===== src/rtl/arena_move_arbiter.sv =====
// arena_move_arbiter: owns the live 10x10 arena bitmap and arbitrates move and
// bomb requests from two players round-robin. It also runs the single bomb slot
// and its fuse, and clears the non-border cells around the bomb when it explodes.
//
// Ports:
//   clk, rst                  clock (rising edge) and async active-high reset
//   init_valid, arena_init    one-cycle load of the initial arena bitmap
//   req_x, dir_x, bomb_x      per-player move/bomb request, held until grant_x
//   grant_a, grant_b          one-cycle pulse when a request is consumed
//   moved                     with a grant: move committed or bomb placed
//   arena, pos_a, pos_b       live bitmap and player cell indices
//   bomb_active, bomb_pos     bomb slot state
//   hit_a, hit_b              sticky: player was caught in an explosion
//   busy                      high in WAIT_INIT, EVAL and EXPLODE
module arena_move_arbiter #(
   parameter int unsigned FUSE_CYCLES = 16,
   parameter int unsigned POS_A_INIT  = 11,
   parameter int unsigned POS_B_INIT  = 88
) (
   input  logic         clk,
   input  logic         rst,
   input  logic         init_valid,
   input  logic [99:0]  arena_init,
   input  logic         req_a,
   input  logic [1:0]   dir_a,
   input  logic         bomb_a,
   input  logic         req_b,
   input  logic [1:0]   dir_b,
   input  logic         bomb_b,
   output logic         grant_a,
   output logic         grant_b,
   output logic         moved,
   output logic [99:0]  arena,
   output logic [6:0]   pos_a,
   output logic [6:0]   pos_b,
   output logic         bomb_active,
   output logic [6:0]   bomb_pos,
   output logic         hit_a,
   output logic         hit_b,
   output logic         busy
);

   localparam int unsigned CELLS = 100;
   localparam int unsigned PW    = 7;
   localparam int unsigned FW    = 8;

   typedef enum logic [1:0] {WAIT_INIT, IDLE, EVAL, EXPLODE} state_t;

   // Mask of row 0, row 9, col 0 and col 9: these cells are never cleared.
   function automatic logic [CELLS-1:0] border_mask();
      logic [CELLS-1:0] m;
      m = '0;
      for (int unsigned r = 0; r < 10; r++)
         for (int unsigned c = 0; c < 10; c++)
            if (r == 0 || r == 9 || c == 0 || c == 9)
               m[PW'(r*10 + c)] = 1'b1;
      return m;
   endfunction

   localparam logic [CELLS-1:0] BORDER = border_mask();

   state_t          state;
   logic [FW-1:0]   fuse;
   logic            pend;
   logic            rr_b;        // 1: player B preferred on a tie
   logic            sel_b;
   logic            sel_bomb;
   logic [1:0]      sel_dir;

   logic            act_a, act_b, pick_b;
   logic [PW-1:0]   sel_pos, oth_pos, target;
   logic            sel_hit, move_ok;
   logic [PW-1:0]   cells [5];
   logic [CELLS-1:0] clr_mask;
   logic            blast_a, blast_b;

   // Arbitration: bomb or move pending per player, rr pointer breaks ties.
   always_comb begin
      act_a  = req_a | bomb_a;
      act_b  = req_b | bomb_b;
      pick_b = act_b & (~act_a | rr_b);
   end

   // Move evaluation for the latched player.
   always_comb begin
      sel_pos = sel_b ? pos_b : pos_a;
      oth_pos = sel_b ? pos_a : pos_b;
      sel_hit = sel_b ? hit_b : hit_a;
      target  = sel_pos;
      case (sel_dir)
         2'd0: target = sel_pos - PW'(10);
         2'd1: target = sel_pos + PW'(10);
         2'd2: target = sel_pos - PW'(1);
         2'd3: target = sel_pos + PW'(1);
      endcase
      move_ok = ~arena[target] & (target != oth_pos) &
                ~(bomb_active & (target == bomb_pos));
   end

   // Blast footprint: bomb cell plus its four neighbours.
   always_comb begin
      cells[0] = bomb_pos;
      cells[1] = bomb_pos - PW'(10);
      cells[2] = bomb_pos + PW'(10);
      cells[3] = bomb_pos - PW'(1);
      cells[4] = bomb_pos + PW'(1);
      clr_mask = '0;
      blast_a  = 1'b0;
      blast_b  = 1'b0;
      for (int i = 0; i < 5; i++) begin
         clr_mask[cells[i]] = 1'b1;
         blast_a = blast_a | (pos_a == cells[i]);
         blast_b = blast_b | (pos_b == cells[i]);
      end
   end

   // Control FSM, fuse and all registered outputs.
   always_ff @(posedge clk or posedge rst) begin
      if (rst) begin
         state       <= WAIT_INIT;
         arena       <= '0;
         pos_a       <= PW'(POS_A_INIT);
         pos_b       <= PW'(POS_B_INIT);
         bomb_active <= 1'b0;
         bomb_pos    <= '0;
         fuse        <= '0;
         pend        <= 1'b0;
         hit_a       <= 1'b0;
         hit_b       <= 1'b0;
         grant_a     <= 1'b0;
         grant_b     <= 1'b0;
         moved       <= 1'b0;
         rr_b        <= 1'b0;
         sel_b       <= 1'b0;
         sel_bomb    <= 1'b0;
         sel_dir     <= '0;
         busy        <= 1'b1;
      end else begin
         grant_a <= 1'b0;
         grant_b <= 1'b0;
         moved   <= 1'b0;

         // Fuse runs in every state; expiry is serviced from IDLE.
         if (bomb_active && !pend) begin
            if (fuse <= FW'(1)) begin
               fuse <= '0;
               pend <= 1'b1;
            end else begin
               fuse <= fuse - FW'(1);
            end
         end

         case (state)
            WAIT_INIT: begin
               if (init_valid) begin
                  arena <= arena_init;
                  state <= IDLE;
                  busy  <= 1'b0;
               end
            end

            IDLE: begin
               if (pend) begin
                  state <= EXPLODE;
                  busy  <= 1'b1;
               end else if (act_a || act_b) begin
                  sel_b    <= pick_b;
                  sel_bomb <= pick_b ? bomb_b : bomb_a;
                  sel_dir  <= pick_b ? dir_b : dir_a;
                  state    <= EVAL;
                  busy     <= 1'b1;
               end
            end

            EVAL: begin
               state   <= IDLE;
               busy    <= 1'b0;
               grant_a <= ~sel_b;
               grant_b <= sel_b;
               rr_b    <= ~sel_b;
               // A player already hit is granted without effect.
               if (!sel_hit) begin
                  if (sel_bomb) begin
                     if (!bomb_active) begin
                        bomb_active <= 1'b1;
                        bomb_pos    <= sel_pos;
                        fuse        <= FW'(FUSE_CYCLES);
                        moved       <= 1'b1;
                     end
                  end else if (move_ok) begin
                     if (sel_b) pos_b <= target;
                     else       pos_a <= target;
                     moved <= 1'b1;
                  end
               end
            end

            EXPLODE: begin
               arena       <= arena & ~(clr_mask & ~BORDER);
               hit_a       <= hit_a | blast_a;
               hit_b       <= hit_b | blast_b;
               bomb_active <= 1'b0;
               pend        <= 1'b0;
               state       <= IDLE;
               busy        <= 1'b0;
            end

            default: begin
               state <= WAIT_INIT;
               busy  <= 1'b1;
            end
         endcase
      end
   end

endmodule

===== config.mk =====
export PLATFORM = sky130hd
export DESIGN_NAME = arena_move_arbiter
export DESIGN_NICKNAME = d
export VERILOG_FILES = /design/src/rtl/arena_move_arbiter.sv
export SDC_FILE = /design/constraint.sdc
export NUM_CORES = 1
export LEC_CHECK = 0
export BUFFER_PORTS_ARGS = -buffer_cell sky130_fd_sc_hd__buf_4
export CORE_ASPECT_RATIO = 0.5
export CORE_MARGIN = 2
export CORE_UTILIZATION = 45
export CTS_CLUSTER_SIZE = 20
export DETAILED_ROUTE_END_ITERATION = 12
export PLACE_DENSITY_LB_ADDON = 0.08
export REMOVE_ABC_BUFFERS = 1
export SYNTH_ARGS = -nofsm -noshare
export SYNTH_HDL_FRONTEND = slang
export SYNTH_SLANG_ARGS = --single-unit

===== constraint.sdc =====
create_clock -name clk -period 12.1 [get_ports clk]
set_input_delay 3.63 -clock clk [delete_from_list [all_inputs] [get_ports clk]]
set_output_delay 3.63 -clock clk [all_outputs]
set_load 0.02 [all_outputs]

==> flow_summary_export.csv <==
group,metric,value,unit
die,die_h,119.8,um
die,ios,239,
timing,finalClockSkew,13.65,ps
synth,avgSynthCellArea,8.276,sq um
grt,antenna_found_initial,0,
place,numPortBuffers,238,
clock_network,clk_path_buf_depth,2,
final_layout,syn2layout_area_growth,21.40,%
place,globalplace.congestion,1.045,
setup_path,path_delay_family,"compound AO/OA/AOI/OAI gates",
drt,dr.pass1.iters,11,
die,fp.dieW,235.7,um
setup_path,cpPeakStageDelay,810,ps
drt,wl_per_cell,26.95,um
setup_path,crit_path_start_kind,"flip-flop",
setup_path,critPathCaptureType,"flip-flop",
final_layout,drive_above_1_share,0.2429,
synth,async_flop_share,1.000,
synth,syn_area,12070,sq um
setup_path,path_depth,14,
clock_network,cts_sinks,144,
clock_network,cts-buffers-inserted,17,
drt,vias,13390,
drt,via_per_inst,6.700,
drt,drt_iter0_drc,2143,
timing,drv_slew,0,
final_layout,fin_nets,1766,
setup_path,r2r_setup_slack,6400,ps
place,hpwl,38.90,mm
min_path,min_to,"busy",
setup_path,path_class,"reg -> reg",
synth,ys_top_cells_by_area,"dfrtp_1, mux2_2, xnor2_1",
setup_path,crit_chain,"mux2i_2 > inv_2 > fa_1 > nor2_1 > a31oi_1 > a311oi_4 > buf_4 > a211oi_1 > o221ai_1 > nand4_1 > o41ai_1 > or4_4 > nor4_4 > mux2_2",
clock_network,clkSlewWorstSetupHoldPaths,60,ps
synth,synth_seq_area_share,0.2992,
min_path,hp-start,"busy",
setup_path,worst_path_max_delay_cell,"a211oi_1",
setup_path,critPathBufInv,2,
synth,synth-main-ff-cell,"dfrtp_1",
die,rows,42,
timing,worst_slew_pin_slew,1317,ps
die,die-area,28240,sq um
final_layout,diodes,0,
power_and_ir_drop,pwr_density_cell,331.2,nW/um^2
timing,fin_crit_sh,0.4708,
synth,synth_edf_count,0,
die,core,26380,sq um
grt,grt_pass1_wl,79.94,mm
grt,grtUsageTotal,0.3786,
timing,setup_tns,0,ps
timing,slew_headroom,0.1214,
die,start_util,0.4577,
clock_network,post_cts_buffers,0,
clock_network,cts_max_level,4,
drt,ant_nets,0,
synth,yosysUniqueCellTypes,81,
timing,hold_viol_final,0,
setup_path,timing.rr.end,"pos_b[2]",
timing,max_freq,175.5,MHz
setup_path,r2r_start,"sel_b",
clock_network,cts_tree,"yes",
timing,period_needed,5697,ps
setup_path,critPathRequiredTime,12440,ps
power_and_ir_drop,leakage,0.005973,uW
grt,grt_start_max_net_pins,82,
clock_network,clockRootBuffer,"clkbuf_16",
clock_network,holdBufCountCts,0,
run_status,outcome,"finished, final reports clean",
grt,gr-total-overflow,0,
grt,grt_pass1_vias,12420,
clock_network,cts-resized-gates,0,
synth,ys_ff_latch,144,
timing,setup_violations,0,
min_path,hp-class,"reg -> reg",
setup_path,critPathArrivalTime,6030,ps
drt,drc_errors,0,
drt,totalWireLength,53.87,mm
synth,yosysTopAreaCell,"dfrtp_1",
min_path,hold_depth,2,
setup_path,reg2reg_depth,14,
power_and_ir_drop,p_total,4855,uW
setup_path,critPathMaxFanout,21,
flow_run,cap_violations,0,
synth,ys_warn_count,0,
timing,grt_setup_unrepaired,"no",
clock_network,insertion_delay,460,ps
synth,synth_cells,1459,
synth,synth_top_area_share,0.2839,
power_and_ir_drop,peakVddDrop,0.0001725,V
==> layout by cell type (no fill, tap or decap), types with 40 or more instances in the layout <==
master / n
buf_4: 263
nor2_1: 158
nand2_1: 151
dfrtp_1: 137
a21oi_1: 115
o21ai_0: 105
xnor2_1: 74
mux2_2: 63
mux2i_1: 47
nor3_1: 41
o221ai_1: 40
==> state kept, by name, summed over array words and instances (netlist names), 2 cells and up <==
register and count:
bomb_pos 7, arena 100, pos_b 7, fuse 8, pos_a 7, sel_dir 2
state 2
==> report_power, final <==
| part | switching [uW] | internal [uW] | leakage (uW) | total (uW) |
|---|---|---|---|---|
| combinational | 2110 | 1190 | 0.00399 | 3300 |
| clock | 232 | 303 | 0.000266 | 535 |
| sequential | 301 | 714 | 0.00172 | 1020 |
==> logic make-up after synthesis <==
group           Yosys count  synth area share
buf+inv                 131           0.04456
simple gates            476            0.1791
fa+ha+maj                20           0.02135
mux                     121            0.1175
compound gates          470            0.2668
flops                   144            0.2992
xor+xnor                 97           0.07150
==> how the worst max path moves through the flow <==
stage                end        from  slack (ps)
2_1_floorplan   arena[0]         rst        4620
3_3_place_gp   arena[67]  init_valid        6700
3_5_place_dp    pos_b[2]       sel_b        6630
4_1_cts         pos_b[2]       sel_b        6600
5_1_grt         pos_b[2]       sel_b        6250
6_report        pos_b[2]       sel_b        6400
==> tightest hold or removal path: stages, from the launching register on <==
cell and delay [ps]:
dfstp_2 370, o21ai_0 60, a21oi_1 70
==> layer usage <==
layer,GRT usage,up-vias,wire length [um]
li1,-,5826,-
met1,0.5380,6597,23440
met2,0.5374,825,22090
met3,0.1346,146,6772
met4,0.1099,0,1573
met5,0,-,0
==> area by class of cell <==
cell class	count	area (sq um)
well taps	352	440.4
fillers	2443	11720
multi-input cells	1184	7964
clock buffers	19	432.9
flip-flops and latches	144	3612
repair buffers	263	1974
clock inverters	12	135.1
inverters	25	98.84
==> through the flow <==
step,hold slack (ps),cells,setup slack (ps),utilization,instance area [sq um]
after floorplan,464.4,1353,4615,-,11630
after global placement,489.0,1968,6699,0.5341,14090
after detailed placement,492.5,1968,6628,0.5341,14090
after CTS,506.7,1999,6596,0.5556,14660
after global routing,529.7,1999,6247,0.5556,14660
final,504.6,1999,6403,0.5556,14660
==> Yosys cell counts, types with 19 or more instances <==
master,instances
a221o_1,28
ha_1,19
a21oi_1,115
clkbuf_1,78
nor2_1,158
nor3_1,42
o21ai_0,105
mux2i_1,47
a221oi_1,29
nand3_1,37
o221ai_1,40
dfrtp_1,137
mux2_2,63
xor2_1,21
xnor2_1,75
o211ai_1,23
nand2_1,153
inv_1,21
(Power assumes the default switching activity.)
